$ cat config.mk
export PLATFORM = sky130hd
export DESIGN_NAME = div4_seq
export DESIGN_NICKNAME = d
export VERILOG_FILES = /design/src/rtl/div4_seq.sv
export SDC_FILE = /design/constraint.sdc
export NUM_CORES = 1
export LEC_CHECK = 0
export ABC_AREA = 1
export CAP_MARGIN = 15
export CORE_ASPECT_RATIO = 0.8
export CORE_MARGIN = 5
export CORE_UTILIZATION = 55
export CTS_BUF_LIST = sky130_fd_sc_hd__clkbuf_4 sky130_fd_sc_hd__clkbuf_8
export CTS_CLUSTER_DIAMETER = 50
export DETAILED_ROUTE_END_ITERATION = 16
export DONT_BUFFER_PORTS = 1
export PLACE_DENSITY = 0.7
export SETUP_SLACK_MARGIN = 0.4
export SKIP_LAST_GASP = 1
export SLEW_MARGIN = 20
export SYNTH_ARGS = -nofsm -noshare
export SYNTH_HDL_FRONTEND = slang
export SYNTH_SLANG_ARGS = --single-unit
$ cat constraint.sdc
create_clock -name clk -period 2.07 [get_ports clk]
set_input_delay 0.414 -clock clk [delete_from_list [all_inputs] [get_ports clk]]
set_output_delay 0.414 -clock clk [all_outputs]
set_load 0.02 [all_outputs]
$ cat src/rtl/div4_seq.sv
// div4_seq: sequential restoring divider, one quotient bit per clock, start/busy/done handshake.
// Divide-by-zero returns all-ones quotient, the dividend as remainder, and flags div_zero.
module div4_seq #(
    parameter int WIDTH = 4
) (
    input  logic             clk,
    input  logic             rst_n,
    input  logic             start,
    input  logic [WIDTH-1:0] dividend,
    input  logic [WIDTH-1:0] divisor,
    output logic             busy,
    output logic             done,
    output logic [WIDTH-1:0] quotient,
    output logic [WIDTH-1:0] remainder,
    output logic             div_zero
);
    localparam int CW = (WIDTH > 2) ? $clog2(WIDTH) : 1;

    typedef enum logic [1:0] {IDLE, CALC, DONE} state_t;

    state_t           state_q, state_d;
    logic [CW-1:0]    cnt_q, cnt_d;
    logic [WIDTH:0]   rem_q, rem_d;
    logic [WIDTH-1:0] dvd_q, dvd_d, dsr_q, dsr_d, quo_q, quo_d, rmd_q, rmd_d;
    logic             dz_q, dz_d;
    logic [WIDTH+1:0] sh, diff;

    always_comb begin
        state_d = state_q;
        cnt_d   = cnt_q;
        rem_d   = rem_q;
        dvd_d   = dvd_q;
        dsr_d   = dsr_q;
        quo_d   = quo_q;
        rmd_d   = rmd_q;
        dz_d    = dz_q;
        sh      = {rem_q, dvd_q[WIDTH-1]};
        diff    = sh - {2'b00, dsr_q};
        case (state_q)
            IDLE: begin
                if (start && divisor == '0) begin
                    state_d = DONE;
                    quo_d   = '1;
                    rmd_d   = dividend;
                    dz_d    = 1'b1;
                end else if (start) begin
                    state_d = CALC;
                    dvd_d   = dividend;
                    dsr_d   = divisor;
                    rem_d   = '0;
                    cnt_d   = CW'(WIDTH - 1);
                    dz_d    = 1'b0;
                end
            end
            CALC: begin
                // negative trial difference means restore the shifted remainder
                rem_d = diff[WIDTH+1] ? sh[WIDTH:0] : diff[WIDTH:0];
                dvd_d = {dvd_q[WIDTH-2:0], ~diff[WIDTH+1]};
                if (cnt_q == '0) begin
                    state_d = DONE;
                    quo_d   = dvd_d;
                    rmd_d   = rem_d[WIDTH-1:0];
                end else begin
                    cnt_d = cnt_q - 1'b1;
                end
            end
            DONE:    state_d = IDLE;
            default: state_d = IDLE;
        endcase
    end

    always_ff @(posedge clk or negedge rst_n) begin
        if (!rst_n) begin
            state_q <= IDLE;
            cnt_q   <= '0;
            rem_q   <= '0;
            dvd_q   <= '0;
            dsr_q   <= '0;
            quo_q   <= '0;
            rmd_q   <= '0;
            dz_q    <= 1'b0;
        end else begin
            state_q <= state_d;
            cnt_q   <= cnt_d;
            rem_q   <= rem_d;
            dvd_q   <= dvd_d;
            dsr_q   <= dsr_d;
            quo_q   <= quo_d;
            rmd_q   <= rmd_d;
            dz_q    <= dz_d;
        end
    end

    assign busy      = state_q != IDLE;
    assign done      = state_q == DONE;
    assign quotient  = quo_q;
    assign remainder = rmd_q;
    assign div_zero  = dz_q;
endmodule

After elaboration in Yosys (flattened, before gate mapping). Cells that the tools add are included.

Register bits after elaboration: 26. Output and inout bits: 11. Input port bits: 11. Word-level logic and storage cells: 56.

Reduce and logical (&&, ||, !) cells: 13. Equality and inequality tests: 8. $add $sub $neg: 2. Bitwise operators: 2. Multiplexer cells: 23.

Operators by type and width (count): $mux 4 (6); $pmux 4 s2 (3); $mux 5 (3); $mux 2 (6); $ne 2x2->1 const B (5); $pmux 5 s2 (1); $reduce_and 3->1 (3); $pmux 2 s2 (2); $reduce_bool 2->1 (3); $sub 6x4->6 (1); $logic_not 2->1 (2); $logic_not 4->1 (1); $reduce_and 2->1 (2); $reduce_and 4->1 (1); $ne 3x3->1 const B (1); $eq 2x1->1 const B (1); $eq 2x2->1 const B (1); $mux 1 (2); $not 1->1 (2); $sub 2x1->2 const B (1); $logic_and 1x1->1 (1).

Logic depth before layout (Yosys ltp).
Depth after elaboration: 4. Gate-level depth with buffers: 12. Depth with buffers taken out: 12.

Worst setup path before layout. No wires, ideal clock.

Path kind: reg2reg. From: register dvd_q[3]. To: register rem_q[4]. Arrival: 1478 ps. Buffers on the path: 0. Library setup time: 126 ps. Stages on the path, launching flop included: 11. Required time: 1944 ps. Path slack: 466 ps. Cell sequence: dfrtp_1 inv_1 ha_1 inv_1 fa_1 nand2_1 nand2_1 a21oi_1 nand4_1 nand3_1 o21ai_0.

Longest elaborated chain between the ends: 3.

RTL lines: start, declared (line 24) `logic [WIDTH-1:0] dvd_q, dvd_d, dsr_q, dsr_d, quo_q, quo_d, rmd_q, rmd_d;`; start signal, assigned (line 86) `dvd_q <= dvd_d;`; $sub 6x4->6 (line 38) `diff = sh - {2'b00, dsr_q};`; $mux 5 (line 57) `rem_d = diff[WIDTH+1] ? sh[WIDTH:0] : diff[WIDTH:0];`; $pmux 5 s2 (line 39) `case (state_q)`; end signal, assigned (line 85) `rem_q <= rem_d;`; end, declared (line 23) `logic [WIDTH:0] rem_q, rem_d;`.

No other way between the ends. A chain may end at the register's enable or synchronous reset.

Worst setup path in the final report. Same ends and word-level chain as after synthesis.

==> flow_summary.ini <==
[status]
outcome = complete, no violations

[worst_hold_path]
hold_depth = 2
hold_start = dividend[2]
whs_endpoint = dvd_q[2]
hold_class = in2reg

[placement]
io_buffers = 0
gp_congestion = 0.902
place_hpwl_mm = 2.15

[critical_path]
cp_data_arrival_time_ns = 1.96
crit_chain = inv_1, ha_1, inv_2, fa_2, nand2_1, nand2_1, a21oi_2, nand3_1, nand2_1, nand3_1, o21ai_1
crit_required_ns = 2.35
r2r-start = dvd_q[3]
path_class = reg2reg
cpMostUsedCell = nand2_1
r2r_cells = 11
startpoint_type = flip-flop
cp-end-kind = flip-flop
crit_slowest_cell = dfrtp_1
critical_path.top_delay_family = adder cells
path_max_fanout = 2
slowest_delay_ns = 0.42
timing.critical_path.buf_inv = 2
rrSetupSlack_ns = 0.39
r2r-end = rem_q[4]

[power]
vdd_drop_max_mv = 0.921
power_mw = 3.28
power_density_mw_per_mm2 = 1910
power.leakage_nw = 0.866

[die]
core_mm2 = 0.00248
ios = 22
die-area_mm2 = 0.00375
die_y_um = 55.8
rows = 16
dieWidth_um = 67.2
start_util = 0.581

[global_route]
grt_pass1_wl_mm = 4.87
track_usage = 0.170
antenna_found_initial = 0
grt_overflow_total = 0
grt_pass1_vias = 1145
grt_max_degree = 27

[sta]
fmax_ghz = 0.596
fin_crit_ns = 1.68
worstMarginPinSlew_ns = 0.398
rsz0062_at_grt = true
setup_viol = 0
finalHoldViolCount = 0
period_share = 0.810
clock_skew_ns = 0.0130
slew_viol_final = 0
maxSlewHeadroom = 0.734
finalSetupTns_ns = 0

[cts]
clk_pin_slew_ns = 0.15
cts-root-buf = clkbuf_4
clk_latency_ns = 0.34
clock_path_buffers = 2
cts_made_buffers = 3
cts_sinks = 26
htreeDepth = 1
cts_tree = done

[routing]
drtIter0Drc = 109
via_per_inst = 5.27
dr.pass1.iters = 4
wl_per_cell_um = 13.9
drc = 0
totalWireLength_mm = 3.14
vias = 1192
ant_nets = 0

[finish]
antenna_cells = 0
drive_gt1_frac = 0.263
layout.nets = 208
area_growth_pct = 19.1

[synth]
syn_nets = 192
synthDistinctLibCells = 27
syn_avg_cell_area_um2 = 8.24
synth-seq-area-share = 0.451
yosys_warnings = 0
ys_seq_elements = 26
postSynthCellCount = 175
syn_area_mm2 = 0.00144

[run]
max_cap_viol_count = 0
## sequential cells by signal (all words and copies together) (netlist names)
signal / count
dsr_q: 4
dvd_q: 4
div_zero: 1
rem_q: 5
quotient: 4
state_q: 2
cnt_q: 2
remainder: 4
## logic make-up after synthesis
kind of cell | after synthesis | share of synthesized area
DFF | 26 | 0.451
xor gates and xnor gates | 1 | 0.00608
AOI/OAI and AO/OA | 21 | 0.0877
adders and majority gates | 6 | 0.0573
and+or+nand+nor | 86 | 0.298
buffers and inverters | 35 | 0.0998
## power breakdown
group          internal (mW)  switching, mW  total (mW)
combinational          0.803           1.16        1.96
sequential             0.759          0.291        1.05
clock                  0.108          0.158       0.266
total                   1.67           1.61        3.28
## area by class of cell
class / count / area, um2
Inverter: 32 / 120
Multi-Input combinational cell: 114 / 743
Tap cell: 36 / 45.0
Fill cell: 212 / 766
Sequential cell: 26 / 652
Clock buffer: 4 / 36.3
Timing Repair Buffer: 14 / 120
## layer usage
metal | up-vias | part of all wire | GRT usage | wire [um]
li1 | 595 | - | - | -
met1 | 569 | 0.44 | 0.215 | 1390
met2 | 23 | 0.47 | 0.259 | 1480
met3 | 5 | 0.074 | 0.0707 | 231
met4 | 0 | 0.012 | 0.0549 | 38
met5 | - | 0 | 0 | 0
## worst reg2reg max path, stage by stage, from the launching register on
cell	delay (ns)
dfrtp_1	0.42
inv_1	0.06
ha_1	0.16
inv_2	0.06
fa_2	0.34
nand2_1	0.08
nand2_1	0.06
a21oi_2	0.15
nand3_1	0.09
nand2_1	0.07
nand3_1	0.06
o21ai_1	0.07
## through the flow
step | setup slack, ns | cells | hold slack [ns] | area (um2) | utilization
2_1_floorplan | 0.466 | 175 | 0.118 | 1440 | -
3_3_place_gp | 0.340 | 209 | 0.119 | 1470 | 0.592
3_5_place_dp | 0.322 | 209 | 0.119 | 1470 | 0.592
4_1_cts | 0.404 | 219 | 0.226 | 1580 | 0.637
5_1_grt | 0.288 | 226 | 0.222 | 1720 | 0.692
6_report | 0.393 | 226 | 0.232 | 1720 | 0.692
## cell usage in the layout (no fill, tap or decap), types with 2 or more instances in the layout
master	n
buf_4	12
nand3_1	11
nand3_4	2
clkbuf_4	3
dfrtp_1	25
ha_4	2
inv_2	7
a31oi_1	4
nor2_4	2
nand4_1	9
nand2_1	30
ha_1	2
o21ai_0	11
nand2_2	3
nand2_4	4
inv_1	25
nor2_2	6
or2_0	3
nor2_1	12
## worst max-delay path by stage
stage / start / end / slack, ns / cells past startpoint
2_1_floorplan: dvd_q[3] / rem_q[4] / 0.47 / 10
3_5_place_dp: dvd_q[3] / rem_q[4] / 0.32 / 10
5_1_grt: dvd_q[3] / rem_q[4] / 0.29 / 11
3_3_place_gp: dvd_q[3] / rem_q[4] / 0.34 / 10
4_1_cts: dsr_q[1] / remainder[1] / 0.40 / 11
6_report: dvd_q[3] / rem_q[4] / 0.39 / 11
## cell usage after synthesis
master	instances	area, um2
buf_6	1	11.3
nor2_2	4	25.0
a21oi_1	2	10.0
nand3b_1	1	7.51
a31oi_1	4	25.0
nand3_1	13	65.1
nand2_2	2	12.5
nand4_4	1	21.3
o211ai_1	1	7.51
nor2_4	2	22.5
a21oi_4	1	16.3
dfrtp_1	26	651
fa_1	1	20.0
nand4_1	9	56.3
xor2_1	1	8.76
buf_4	1	7.51
a22oi_1	1	7.51
ha_1	5	62.6
nand3_2	1	10.0
o21ai_0	12	60.1
buf_2	1	5.00
nand2_1	35	131
nor2_1	14	52.6
or2_1	1	6.26
or2_0	3	18.8
inv_2	4	15.0
inv_1	28	105
## timing repair
item | CTS | global route
endpoints found under the hold margin | 26 | 0
pin swaps | 0 | 12
setup buffers | 4 | 7
gates resized for setup | 5 | 20
hold buffers | 2 | 0
endpoints found under the setup margin | 6 | 9
No activity file was read; power rests on OpenSTA's default activity.
